===== src/rtl/kamacore_pkg.sv =====
// Shared types for the core's control-side hazard logic.
// Latency: n/a (types, constants and a pure compare helper).
// Backpressure: n/a.
package kamacore_pkg;

  localparam int REG_ADDR_WIDTH = 5;
  localparam int CPU_WIDTH      = 32;

  typedef logic [REG_ADDR_WIDTH-1:0] reg_addr_t;

  typedef enum logic [1:0] {
    FWD_NONE = 2'd0,
    FWD_MEM  = 2'd1,
    FWD_WB   = 2'd2
  } fwd_sel_t;

  typedef enum logic {
    RUN      = 1'b0,
    MEM_WAIT = 1'b1
  } hazard_state_t;

  // Register x0 is hard-wired to zero, so it never creates a dependency.
  function automatic logic reg_match(input reg_addr_t a, input reg_addr_t b);
    return (a != '0) && (a == b);
  endfunction

endpackage


===== src/rtl/kamacore_hazard_unit_if.sv =====
// Bundle of stage fields flowing into the hazard unit and the controls it drives back.
// Latency: n/a (wiring only).
// Backpressure: hold/bubble outputs are the pipeline's stall controls.
interface kamacore_hazard_unit_if #(
  parameter int STALL_CNT_WIDTH = 16
);
  import kamacore_pkg::*;

  reg_addr_t id_rs1;
  reg_addr_t id_rs2;
  logic      id_uses_rs1;
  logic      id_uses_rs2;
  reg_addr_t ex_rs1;
  reg_addr_t ex_rs2;
  reg_addr_t ex_destination_register;
  logic      ex_control_write_register;
  logic      ex_control_memory_read;
  reg_addr_t mem_destination_register;
  logic      mem_control_write_register;
  logic      mem_control_memory_read;
  logic      mem_control_memory_write;
  logic      mem_ready;
  reg_addr_t wb_destination_register;
  logic      wb_control_write_register;

  logic      hold_front;
  logic      bubble_ex;
  logic      hold_all;
  fwd_sel_t  forward_a_sel;
  fwd_sel_t  forward_b_sel;
  logic      mem_timeout_error;
  logic [STALL_CNT_WIDTH-1:0] stall_count;

  // Pipeline side: drives stage fields, consumes stall/forward controls.
  modport master (
    output id_rs1, id_rs2, id_uses_rs1, id_uses_rs2,
    output ex_rs1, ex_rs2, ex_destination_register, ex_control_write_register, ex_control_memory_read,
    output mem_destination_register, mem_control_write_register,
    output mem_control_memory_read, mem_control_memory_write, mem_ready,
    output wb_destination_register, wb_control_write_register,
    input  hold_front, bubble_ex, hold_all, forward_a_sel, forward_b_sel,
    input  mem_timeout_error, stall_count
  );

  // Hazard unit side.
  modport slave (
    input  id_rs1, id_rs2, id_uses_rs1, id_uses_rs2,
    input  ex_rs1, ex_rs2, ex_destination_register, ex_control_write_register, ex_control_memory_read,
    input  mem_destination_register, mem_control_write_register,
    input  mem_control_memory_read, mem_control_memory_write, mem_ready,
    input  wb_destination_register, wb_control_write_register,
    output hold_front, bubble_ex, hold_all, forward_a_sel, forward_b_sel,
    output mem_timeout_error, stall_count
  );

endinterface


===== src/rtl/kamacore_forward_select.sv =====
// Priority forwarding select for one EX source operand (MEM result beats WB value).
// Latency: combinational, 0 cycles.
// Backpressure: none; a load in MEM has no result yet and is never a MEM forward source.
module kamacore_forward_select
  import kamacore_pkg::*;
(
  input  reg_addr_t src,
  input  reg_addr_t mem_rd,
  input  logic      mem_wr,
  input  logic      mem_ld,
  input  reg_addr_t wb_rd,
  input  logic      wb_wr,
  output fwd_sel_t  sel
);

  // Youngest producer wins; x0 is filtered inside reg_match.
  always_comb begin
    sel = FWD_NONE;
    if (mem_wr && !mem_ld && reg_match(src, mem_rd)) begin
      sel = FWD_MEM;
    end else if (wb_wr && reg_match(src, wb_rd)) begin
      sel = FWD_WB;
    end
  end

endmodule


===== src/rtl/kamacore_hazard_unit.sv =====
// Pipeline hazard control: load-use bubble, data-memory wait freeze, EX operand forwarding.
// Latency: all controls combinational (0 cycles); error flag and stall counter registered.
// Backpressure: hold_all freezes every stage while memory is busy; hold_front+bubble_ex for load-use.
module kamacore_hazard_unit
  import kamacore_pkg::*;
#(
  parameter int MEM_TIMEOUT     = 64,
  parameter int STALL_CNT_WIDTH = 16
) (
  input logic                 clk,
  input logic                 rst,
  kamacore_hazard_unit_if.slave bus
);

  localparam int WCNT = $clog2(MEM_TIMEOUT + 1);
  localparam logic [WCNT-1:0] TIMEOUT_V = WCNT'(MEM_TIMEOUT);

  hazard_state_t state_q, state_d;
  logic [WCNT-1:0] wait_q, wait_d;
  logic            err_q;
  logic [STALL_CNT_WIDTH-1:0] stall_q;

  logic     mem_req, mem_stall, load_use;
  logic     hold_front_c, bubble_c, hold_all_c;
  fwd_sel_t fwd_a, fwd_b;

  assign mem_req   = bus.mem_control_memory_read | bus.mem_control_memory_write;
  assign mem_stall = mem_req & ~bus.mem_ready;

  // A load in EX whose rd is read by the instruction in decode needs one bubble.
  assign load_use = bus.ex_control_memory_read && bus.ex_control_write_register &&
                    ((bus.id_uses_rs1 && reg_match(bus.ex_destination_register, bus.id_rs1)) ||
                     (bus.id_uses_rs2 && reg_match(bus.ex_destination_register, bus.id_rs2)));

  kamacore_forward_select u_fwd_a (
    .src    (bus.ex_rs1),
    .mem_rd (bus.mem_destination_register),
    .mem_wr (bus.mem_control_write_register),
    .mem_ld (bus.mem_control_memory_read),
    .wb_rd  (bus.wb_destination_register),
    .wb_wr  (bus.wb_control_write_register),
    .sel    (fwd_a)
  );

  kamacore_forward_select u_fwd_b (
    .src    (bus.ex_rs2),
    .mem_rd (bus.mem_destination_register),
    .mem_wr (bus.mem_control_write_register),
    .mem_ld (bus.mem_control_memory_read),
    .wb_rd  (bus.wb_destination_register),
    .wb_wr  (bus.wb_control_write_register),
    .sel    (fwd_b)
  );

  // State register.
  always_ff @(posedge clk) begin
    if (rst) state_q <= RUN;
    else     state_q <= state_d;
  end

  // Next state and wait counter; the counter saturates so the timeout stays visible.
  always_comb begin
    state_d = state_q;
    wait_d  = wait_q;
    case (state_q)
      RUN: begin
        if (mem_stall) begin
          state_d = MEM_WAIT;
          wait_d  = WCNT'(1);
        end
      end
      MEM_WAIT: begin
        if (bus.mem_ready) begin
          state_d = RUN;
          wait_d  = '0;
        end else if (wait_q != TIMEOUT_V) begin
          wait_d  = wait_q + WCNT'(1);
        end
      end
      default: begin
        state_d = RUN;
        wait_d  = '0;
      end
    endcase
  end

  // Stall controls: a memory freeze overrides the bubble; load-use is re-checked after release.
  always_comb begin
    hold_all_c   = 1'b0;
    hold_front_c = 1'b0;
    bubble_c     = 1'b0;
    if (!rst) begin
      hold_all_c   = mem_stall;
      hold_front_c = mem_stall | load_use;
      bubble_c     = load_use & ~mem_stall;
    end
  end

  // Wait counter, sticky timeout flag and saturating stall-cycle counter.
  always_ff @(posedge clk) begin
    if (rst) begin
      wait_q  <= '0;
      err_q   <= 1'b0;
      stall_q <= '0;
    end else begin
      wait_q <= wait_d;
      err_q  <= err_q | (wait_d == TIMEOUT_V);
      if ((hold_front_c || hold_all_c) && (stall_q != '1)) begin
        stall_q <= stall_q + STALL_CNT_WIDTH'(1);
      end
    end
  end

  assign bus.hold_all          = hold_all_c;
  assign bus.hold_front        = hold_front_c;
  assign bus.bubble_ex         = bubble_c;
  assign bus.forward_a_sel     = rst ? FWD_NONE : fwd_a;
  assign bus.forward_b_sel     = rst ? FWD_NONE : fwd_b;
  assign bus.mem_timeout_error = rst ? 1'b0 : err_q;
  assign bus.stall_count       = rst ? '0 : stall_q;

endmodule


===== src/flat_wrapper.sv =====
// flat-port wrapper written by rule: the top's interface ports become plain ports
module kamacore_hazard_unit_flat import kamacore_pkg::*;
#(
  parameter int MEM_TIMEOUT     = 64,
  parameter int STALL_CNT_WIDTH = 16
)
  (clk, rst, bus_id_rs1, bus_id_rs2, bus_id_uses_rs1, bus_id_uses_rs2, bus_ex_rs1, bus_ex_rs2, bus_ex_destination_register, bus_ex_control_write_register, bus_ex_control_memory_read, bus_mem_destination_register, bus_mem_control_write_register, bus_mem_control_memory_read, bus_mem_control_memory_write, bus_mem_ready, bus_wb_destination_register, bus_wb_control_write_register, bus_hold_front, bus_bubble_ex, bus_hold_all, bus_forward_a_sel, bus_forward_b_sel, bus_mem_timeout_error, bus_stall_count);
  kamacore_hazard_unit_if #(.STALL_CNT_WIDTH(STALL_CNT_WIDTH)) bus_i ();
  input logic clk;
  input logic rst;
  input wire logic [$bits(bus_i.id_rs1)-1:0] bus_id_rs1;
  input wire logic [$bits(bus_i.id_rs2)-1:0] bus_id_rs2;
  input wire logic [$bits(bus_i.id_uses_rs1)-1:0] bus_id_uses_rs1;
  input wire logic [$bits(bus_i.id_uses_rs2)-1:0] bus_id_uses_rs2;
  input wire logic [$bits(bus_i.ex_rs1)-1:0] bus_ex_rs1;
  input wire logic [$bits(bus_i.ex_rs2)-1:0] bus_ex_rs2;
  input wire logic [$bits(bus_i.ex_destination_register)-1:0] bus_ex_destination_register;
  input wire logic [$bits(bus_i.ex_control_write_register)-1:0] bus_ex_control_write_register;
  input wire logic [$bits(bus_i.ex_control_memory_read)-1:0] bus_ex_control_memory_read;
  input wire logic [$bits(bus_i.mem_destination_register)-1:0] bus_mem_destination_register;
  input wire logic [$bits(bus_i.mem_control_write_register)-1:0] bus_mem_control_write_register;
  input wire logic [$bits(bus_i.mem_control_memory_read)-1:0] bus_mem_control_memory_read;
  input wire logic [$bits(bus_i.mem_control_memory_write)-1:0] bus_mem_control_memory_write;
  input wire logic [$bits(bus_i.mem_ready)-1:0] bus_mem_ready;
  input wire logic [$bits(bus_i.wb_destination_register)-1:0] bus_wb_destination_register;
  input wire logic [$bits(bus_i.wb_control_write_register)-1:0] bus_wb_control_write_register;
  output wire logic [$bits(bus_i.hold_front)-1:0] bus_hold_front;
  output wire logic [$bits(bus_i.bubble_ex)-1:0] bus_bubble_ex;
  output wire logic [$bits(bus_i.hold_all)-1:0] bus_hold_all;
  output wire logic [$bits(bus_i.forward_a_sel)-1:0] bus_forward_a_sel;
  output wire logic [$bits(bus_i.forward_b_sel)-1:0] bus_forward_b_sel;
  output wire logic [$bits(bus_i.mem_timeout_error)-1:0] bus_mem_timeout_error;
  output wire logic [$bits(bus_i.stall_count)-1:0] bus_stall_count;
  assign bus_i.id_rs1 = bus_id_rs1;
  assign bus_i.id_rs2 = bus_id_rs2;
  assign bus_i.id_uses_rs1 = bus_id_uses_rs1;
  assign bus_i.id_uses_rs2 = bus_id_uses_rs2;
  assign bus_i.ex_rs1 = bus_ex_rs1;
  assign bus_i.ex_rs2 = bus_ex_rs2;
  assign bus_i.ex_destination_register = bus_ex_destination_register;
  assign bus_i.ex_control_write_register = bus_ex_control_write_register;
  assign bus_i.ex_control_memory_read = bus_ex_control_memory_read;
  assign bus_i.mem_destination_register = bus_mem_destination_register;
  assign bus_i.mem_control_write_register = bus_mem_control_write_register;
  assign bus_i.mem_control_memory_read = bus_mem_control_memory_read;
  assign bus_i.mem_control_memory_write = bus_mem_control_memory_write;
  assign bus_i.mem_ready = bus_mem_ready;
  assign bus_i.wb_destination_register = bus_wb_destination_register;
  assign bus_i.wb_control_write_register = bus_wb_control_write_register;
  assign bus_hold_front = bus_i.hold_front;
  assign bus_bubble_ex = bus_i.bubble_ex;
  assign bus_hold_all = bus_i.hold_all;
  assign bus_forward_a_sel = bus_i.forward_a_sel;
  assign bus_forward_b_sel = bus_i.forward_b_sel;
  assign bus_mem_timeout_error = bus_i.mem_timeout_error;
  assign bus_stall_count = bus_i.stall_count;
  kamacore_hazard_unit #(.MEM_TIMEOUT(MEM_TIMEOUT), .STALL_CNT_WIDTH(STALL_CNT_WIDTH)) u_core (.clk(clk), .rst(rst), .bus(bus_i));
endmodule

===== config.mk =====
export PLATFORM = sky130hd
export DESIGN_NAME = kamacore_hazard_unit_flat
export DESIGN_NICKNAME = d
export VERILOG_FILES = /design/src/rtl/kamacore_pkg.sv /design/src/rtl/kamacore_hazard_unit_if.sv /design/src/rtl/kamacore_forward_select.sv /design/src/rtl/kamacore_hazard_unit.sv /design/src/flat_wrapper.sv
export SDC_FILE = /design/constraint.sdc
export NUM_CORES = 1
export LEC_CHECK = 0
export ABC_CLOCK_PERIOD_IN_PS = 2150
export BUFFER_PORTS_ARGS = -buffer_cell sky130_fd_sc_hd__clkbuf_2
export CAP_MARGIN = 10
export CORE_MARGIN = 2
export CORE_UTILIZATION = 45
export CTS_CLUSTER_DIAMETER = 40
export CTS_CLUSTER_SIZE = 20
export DETAILED_ROUTE_END_ITERATION = 16
export PLACE_DENSITY = 0.77
export SYNTH_ARGS = -nofsm -noshare
export SYNTH_HDL_FRONTEND = slang
export SYNTH_HIERARCHICAL = 1
export SYNTH_SLANG_ARGS = --single-unit

===== constraint.sdc =====
create_clock -name clk -period 2.15 [get_ports clk]
set_clock_uncertainty 0.2 [all_clocks]
set_input_delay 0.1075 -clock clk [delete_from_list [all_inputs] [get_ports clk]]
set_output_delay 0.1075 -clock clk [all_outputs]
set_load 0.005 [all_outputs]

# After elaboration in Yosys (flattened, before gate mapping)
# Index checks and enable logic that the tools add are counted.
# totals
ff_bits,25
inputBits,46
word_cells,63
# classes
addsub,2
reduce_logical,22
muxes,18
n_eq_ne,9
bitwise,8
# ops
operator,n
== test 5 bit,6
2-to-1 mux 7 bit,3
"adder 16 x 1 -> 16 bit, second input constant",1
logical AND 1 bit,16
2-to-1 mux 16 bit,1
"!= test 16 bit, second input constant",1
nonzero test 5 bit,3
case mux 7 bit (2 select lines),1
2-to-1 mux 2 bit,6
"adder 7 x 1 -> 7 bit, second input constant",1
"== test 7 bit, second input constant",1
"!= test 7 bit, second input constant",1
2-to-1 mux 1 bit,6
inverter 1 bit,3
bitwise OR 1 bit,3
AND 1 bit,2
logical OR 1 bit,2
case mux 1 bit (2 select lines),1
logical NOT 1 bit,1

# Depth between registers and ports, before layout
# Gate-level depths: netlist of the first run.
# logic_depth
word_depth,9
mapped_depth,8

# By module
# Netlist of the first run, hierarchy kept.
# by_module_without_submodules
module,seq_area_each_um2,cells_each,area_per_inst_um2,n_inst
kamacore_hazard_unit,500.5,207,1634.1,1
kamacore_forward_select,0.0,18,147.6,2

# Least setup slack after synthesis of the first run
# Ideal clock, no wire load.
# synth_path
kind,register to register
startpoint,register u_core.stall_q[0]
endpoint,register u_core.stall_q[10]
required_time_ns,1.829
synth_period_minus_slack_ns,2.034
path_stages_with_launch,9
arrival_ns,1.713
setup_time_ns,0.121
slack_ns,0.116
n_path_buf,1
path_cell_list,dfxtp_1 -> ha_1 -> nand4_1 -> nor4_4 -> nor2b_2 -> a21oi_4 -> buf_6 -> nor3_1 -> mux2_4
# synth_via
elab_chain_cells,2
# synth_rtl
element,line_no,source
"start, declared",kamacore_hazard_unit.sv:21,logic [STALL_CNT_WIDTH-1:0] stall_q;
"start signal, assigned",kamacore_hazard_unit.sv:109,stall_q <= stall_q + STALL_CNT_WIDTH'(1);
branches (longest 2 deep; another with adder 16 x 1 -> 16 bit),n/a,
# Parallel ways; which one is timed is not known.
# A chain may end at the register's enable or synchronous reset.

# Worst setup path in the final report of the first run
# layout_path
startpoint,register u_core.stall_q[0]
endpoint,register u_core.stall_q[5]
# The elaborated chain is that of the path after synthesis.

==> impl_metrics.csv, run 1 <==
group,metric,value,unit
grt,grt_pass1_wl,7.72,mm
drt,dr.first_iter.drc_count,59,
yosys,synth_edf_count,0,
clock_tree,cts_buffers,3,
yosys,synth_ff_type,"dfxtp_1",
worst_setup_path,cp_max_fo,8,
clock_tree,tritoncts,"built",
grt,grt_max_degree,27,
timing,finalHoldViolCount,0,
drt,ant_nets,0,
yosys,synth_most_common_cell,"xnor2_1",
drt,vias,2053,
clock_tree,clockRootBuffer,"clkbuf_8",
clock_tree,htree_levels,1,
die,rows,23,
yosys,synth.distinct_cells,48,
yosys,synth_cells,243,
power_and_ir_drop,leakagePower,1.06,nW
die,die_y,69.5,um
placed_design,port-buffer-count,69,
grt,grt_pass1_vias,1836,
drt,routed_wl,4.79,mm
clock_tree,cts.clk_slew.worst_paths,0.09,ns
yosys,yosys_warnings,6,
clock_tree,cts.sinks,25,
timing,rsz0062_at_grt,"yes",
worst_setup_path,cp.arrival,2.14,ns
worst_setup_path,required,2.17,ns
cells_and_area,area.growth.synth_to_final,27.8,%
yosys,yosysTopAreaCell,"dfxtp_1",
clock_tree,clk_latency,0.27,ns
die,start_util,47.5,%
cells_and_area,antennaDiodeCount,0,
placed_design,post-dp-hpwl,3.88,mm
placed_design,place_area,2390,um^2
run_status,status,"finished clean",
timing,period_share,98.5,%
worst_setup_path,cp-end-kind,"register",
grt,overflow,0,
yosys,syn_area,1930,um^2
grt,antenna_found_initial,0,
yosys,synth_area_leaders,"dfxtp_1, xnor2_1, nor2b_1, nor2_1, o21ai_0",
cells_and_area,fin_util,60.7,%
timing,report.final.setup_viol,0,
clock_tree,cts_buffer_depth,2,
yosys,async_reset_ff_share,0,%
drt,topRoutingLayerUsed,"met4",
timing,relSlewSlack,74.8,%
hold_path,min_path_type,"in2reg",
power_and_ir_drop,power_density,397,nW/um^2
run,max_cap_viol_count,0,
yosys,synth.top_cell.area_share,25.9,%
yosys,yosys-top-cells-count,"xnor2_1, nor2_1, dfxtp_1",
timing,period_needed,2.12,ns
power_and_ir_drop,p_total,0.000978,W
die,dieWidth,69.5,um
power_and_ir_drop,peakVddDrop,0.244,mV
cells_and_area,final_cell_area,2460,um^2
drt,drt-met1-wl,2.20,mm
grt,grt_usage,18.8,%
cells_and_area,fill_cells,361,
yosys,synthesis.nets,292,
placed_design,dp.cells,366,
worst_setup_path,worstSetupPathType,"reg2reg",
drt,wl_met2,2.21,mm
yosys,ys_ff_latch,25,
placed_design,place.gp.congestion,0.852,
drt,drc,0,
worst_setup_path,startpoint_type,"register",
die,core_area,4060,um^2
timing,fmax,472,MHz
yosys,yosysSeqAreaShare,25.9,%
drt,firstDrtPassIters,4,
drt,routed_via_density,5.52,
die,ios,70,
drt,post_drt_wl_per_cell,12.9,um
drt,wl_met3,347,um
timing,slew_violations,0,
yosys,syn_avg_cell_area,7.94,um^2
timing,hold-worst-slack,0.0506,ns
timing,worst_slew_pin_slew,0.378,ns
die,dieArea,4830,um^2
cells_and_area,layout-drive-gt1-share,32.3,%
cells_and_area,fin_cells,372,
cells_and_area,nets,372,
path summary, 6_finish.rpt:
kind / from / endpoint / slack, ns / cells after the start
setup / recovery: u_core/stall_q[0] / u_core/stall_q[5] / 0.03 / 8
hold / removal: bus_mem_control_memory_write / u_core/state_q / 0.05 / 3
hold reg to reg: u_core/stall_q[3] / u_core/stall_q[3] / 0.34 / 1
setup reg to reg: u_core/stall_q[0] / u_core/stall_q[5] / 0.03 / 8
metrics by stage:
step	setup slack [ns]	setup TNS, ns
3_5_place_dp	0.0672	0
5_1_grt	-0.0189	-0.0437
6_report	0.0313	0
4_1_cts	0.0457	0
2_1_floorplan	0.116	0
3_3_place_gp	0.138	0
flip-flops by register name, summed over array words and instances, names as in the netlist:
register,flops
u_core/state_q,1
u_core/err_q,1
u_core/wait_q,7
u_core/stall_q,16
worst max-delay path: stages (launching register included):
cell and delay (ns):
dfxtp_2 0.33, ha_1 0.22, nand4_1 0.15, nor4_4 0.06, nor2b_2 0.25, a21oi_4 0.12, buf_4 0.18, or4_1 0.47
nand2_1 0.08
timing repair:
action / CTS / global route
hold endpoints to repair: 1 / 0
resized for setup: 0 / 4
setup buffers: 0 / 1
hold buffers: 1 / 0
setup endpoints to repair: 0 / 13
where the power goes:
part	internal (W)	switching (W)	total [W]
Combinational	0.000112	0.000111	0.000223
Sequential	0.000469	0.00000388	0.000473
Clock	0.000132	0.000149	0.000282
Total	0.000714	0.000264	0.000978
cells by family (layout without fill, tap and decap cells):
| logic type | after synthesis | in the layout | synth area share [%] |
|---|---|---|---|
| simple gates | 116 | 116 | 35.1 |
| compound gates | 43 | 43 | 14.5 |
| xor+xnor | 30 | 30 | 13.6 |
| flops | 25 | 25 | 25.9 |
| buf+inv | 18 | 97 | 3.89 |
| mux | 8 | 8 | 5.06 |
| fa+ha+maj | 3 | 3 | 1.95 |
layer usage:
layer / vias to the layer above / track usage [%]
li1: 1020 / -
met1: 936 / 25.7
met2: 91 / 31.4
met3: 6 / 2.91
met4: 0 / 3.70
met5: - / 0
cells in the final DEF (no fill, tap or decap), types with 2 or more instances in the layout:
| cell type | n |
|---|---|
| a21o_1 | 3 |
| a21oi_1 | 11 |
| a22oi_1 | 2 |
| and3_1 | 2 |
| and4_1 | 3 |
| buf_4 | 12 |
| clkbuf_2 | 69 |
| clkbuf_8 | 3 |
| dfxtp_1 | 24 |
| ha_1 | 3 |
| inv_1 | 11 |
| mux2_1 | 5 |
| mux2_4 | 2 |
| nand2_1 | 14 |
| nand3_1 | 8 |
| nand3b_1 | 5 |
| nand4_1 | 10 |
| nor2_1 | 26 |
| nor2_2 | 3 |
| nor2b_1 | 18 |
| nor3_1 | 6 |
| nor3_2 | 2 |
| nor3b_1 | 2 |
| nor4_2 | 2 |
| o21ai_0 | 13 |
| or3_1 | 3 |
| or4_1 | 5 |
| xnor2_1 | 30 |
final cells by class:
class | instances | area (um^2) | share of cell area (%)
Multi-Input combinational cell | 200 | 1370 | 55.5
Sequential cell | 25 | 502 | 20.4
Timing Repair Buffer | 82 | 445 | 18.1
Tap cell | 50 | 62.6 | 2.54
Clock buffer | 4 | 45.0 | 1.83
Inverter | 11 | 41.3 | 1.68
Note: power is estimated with default switching activity, not from simulation.
==> run 2, diff against run 1 <==
--- a/config.mk
+++ b/config.mk
@@ -9,5 +9,4 @@
 export BUFFER_PORTS_ARGS = -buffer_cell sky130_fd_sc_hd__clkbuf_2
 export CAP_MARGIN = 10
-export CORE_MARGIN = 2
 export CORE_UTILIZATION = 45
 export CTS_CLUSTER_DIAMETER = 40
==> constraint.sdc (replaced) <==
create_clock -name clk -period 2.15 [get_ports clk]
set_clock_uncertainty 0.2 [all_clocks]
set_input_delay 0.215 -clock clk [delete_from_list [all_inputs] [get_ports clk]]
set_output_delay 0.215 -clock clk [all_outputs]
set_load 0.005 [all_outputs]
==> run 2 against run 1 <==
Effect of this change:
- the flow now finishes with violations (negative setup slack)
- flip-flop and latch count stayed put
- via count shrank 0.73%
- final cell count up 1.1%
- die area fell by 5.7%
- global-route usage rose by 2.4 points
- critical path depth is the same
- total power fell by 0.19%
- combinational power increased by 2%
- first-iteration DRC count grew 25%
- setup slack worse by 0.053 ns
- count of clock-buffer cells in the layout did not move
- sequential share of layout area fell by 0.39 points
==> impl_metrics.csv, run 2 (synthesis results as in run 1) <==
group,metric,value,unit
timing,relSlewSlack,76.5,%
cells_and_area,largest_reg_flops,16,
clock_tree,cts.clk_slew.worst_paths,0.08,ns
grt,overflow,0,
die,dieArea,4550,um^2
die,start_util,47.5,%
power_and_ir_drop,leakagePower,1.09,nW
grt,antenna_found_initial,0,
clock_tree,cts_buffer_depth,2,
cells_and_area,top_register,"u_core/stall_q",
timing,finalHoldViolCount,0,
placed_design,post-dp-hpwl,3.78,mm
clock_tree,clk_latency,0.26,ns
placed_design,port-buffer-count,69,
worst_setup_path,cp-end-kind,"register",
power_and_ir_drop,power_density,388,nW/um^2
placed_design,place.gp.congestion,0.851,
cells_and_area,area.growth.synth_to_final,30.5,%
timing,report.final.setup_viol,2,
die,rows,23,
worst_setup_path,reg2reg_slack,-0.02,ns
clock_tree,cts.sinks,25,
drt,routed_wl,4.65,mm
cells_and_area,fin_util,62.1,%
cells_and_area,nets,376,
clock_tree,tritoncts,"built",
worst_setup_path,required,2.11,ns
drt,vias,2038,
timing,worst_slew_pin_slew,0.352,ns
drt,dr.first_iter.drc_count,74,
power_and_ir_drop,p_total,0.000976,W
cells_and_area,final_cell_mix,"clkbuf_2, xnor2_1, nor2_1",
timing,slew_violations,0,
drt,firstDrtPassIters,5,
die,die_y,67.5,um
run_status,violations,"negative setup slack",
run_status,status,"complete, but fails checks",
timing,rsz0062_at_grt,"yes",
placed_design,preCtsSetupSlack,0.0258,ns
drt,routed_via_density,5.42,
clock_tree,clockRootBuffer,"clkbuf_8",
clock_tree,cts_buffers,3,
grt,grt_usage,21.2,%
grt,grt_pass1_vias,1808,
cells_and_area,final_cell_area,2520,um^2
timing,fin_ws,-0.0221,ns
timing,period_needed,2.17,ns
worst_setup_path,cp.arrival,2.13,ns
worst_setup_path,startpoint_type,"register",
drt,drc,0,
die,ios,70,
placed_design,place_area,2400,um^2
grt,grt_max_degree,23,
die,core_area,4060,um^2
power_and_ir_drop,peakVddDrop,0.302,mV
grt,grt_pass1_wl,7.47,mm
drt,post_drt_wl_per_cell,12.4,um
timing,period_share,101,%
drt,ant_nets,0,
die,dieWidth,67.5,um
timing,fmax,460,MHz
cells_and_area,reg_top3,"u_core/stall_q x16, u_core/wait_q x7",
clock_tree,htree_levels,1,
run,max_cap_viol_count,0,
cells_and_area,layout-drive-gt1-share,34.7,%
hold_path,min_path_type,"in2reg",
cells_and_area,antennaDiodeCount,0,
worst_setup_path,worstSetupPathType,"reg2reg",
cells_and_area,final_common_cell,"clkbuf_2",
worst_setup_path,cp_max_fo,4,
timing,hold-worst-slack,0.180,ns
## run 2: report_power, final
part | leakage [nW] | internal, W | switching, W
clock network | 0.0228 | 0.000132 | 0.000142
logic | 0.862 | 0.000116 | 0.000111
registers | 0.203 | 0.000469 | 0.00000514
total | 1.09 | 0.000718 | 0.000259
## run 2: layout make-up
cell class | count | area, um^2
inverters | 11 | 41.3
well taps | 50 | 62.6
multi-input cells | 200 | 1390
clock buffers | 4 | 45.0
repair buffers | 86 | 475
fillers | 352 | 1540
flip-flops and latches | 25 | 503
## run 2: per-layer routing
layer | share of wire (%) | up-vias | track usage [%]
li1 | - | 1033 | -
met1 | 45 | 925 | 25.8
met2 | 47 | 74 | 37.7
met3 | 7.2 | 6 | 3.55
met4 | 1.2 | 0 | 6.38
met5 | 0 | - | 0
## run 2: worst max-delay path, cell delays in order (launching register included)
cell     delay [ns]
dfxtp_2        0.36
ha_4           0.14
nand4_1        0.13
nor4_4         0.30
buf_4          0.19
nor2b_4        0.06
a32o_2         0.28
nand4_1        0.11
mux2_4         0.31
## run 2: through the flow
| step | cells | TNS, ns |
|---|---|---|
| 2_1_floorplan | 243 | 0 |
| 3_3_place_gp | 368 | 0 |
| 3_5_place_dp | 368 | 0 |
| 4_1_cts | 373 | 0 |
| 5_1_grt | 376 | -0.456 |
| 6_report | 376 | -0.0284 |
## run 2: timing repair
item | 4_1_cts | 5_1_grt
setup buffers | 0 | 3
hold endpoints to repair | 1 | 0
hold buffers | 1 | 0
resized for setup | 0 | 11
setup endpoints to repair | 0 | 13
## run 2: path summary, 6_finish.rpt
path	to	start	depth (start not counted)
worst min-delay path	u_core/state_q	bus_mem_control_memory_write	3
worst min register to register	u_core/stall_q[3]	u_core/stall_q[3]	1
worst max register to register	u_core/stall_q[15]	u_core/stall_q[1]	8
worst max-delay path	u_core/stall_q[15]	u_core/stall_q[1]	8
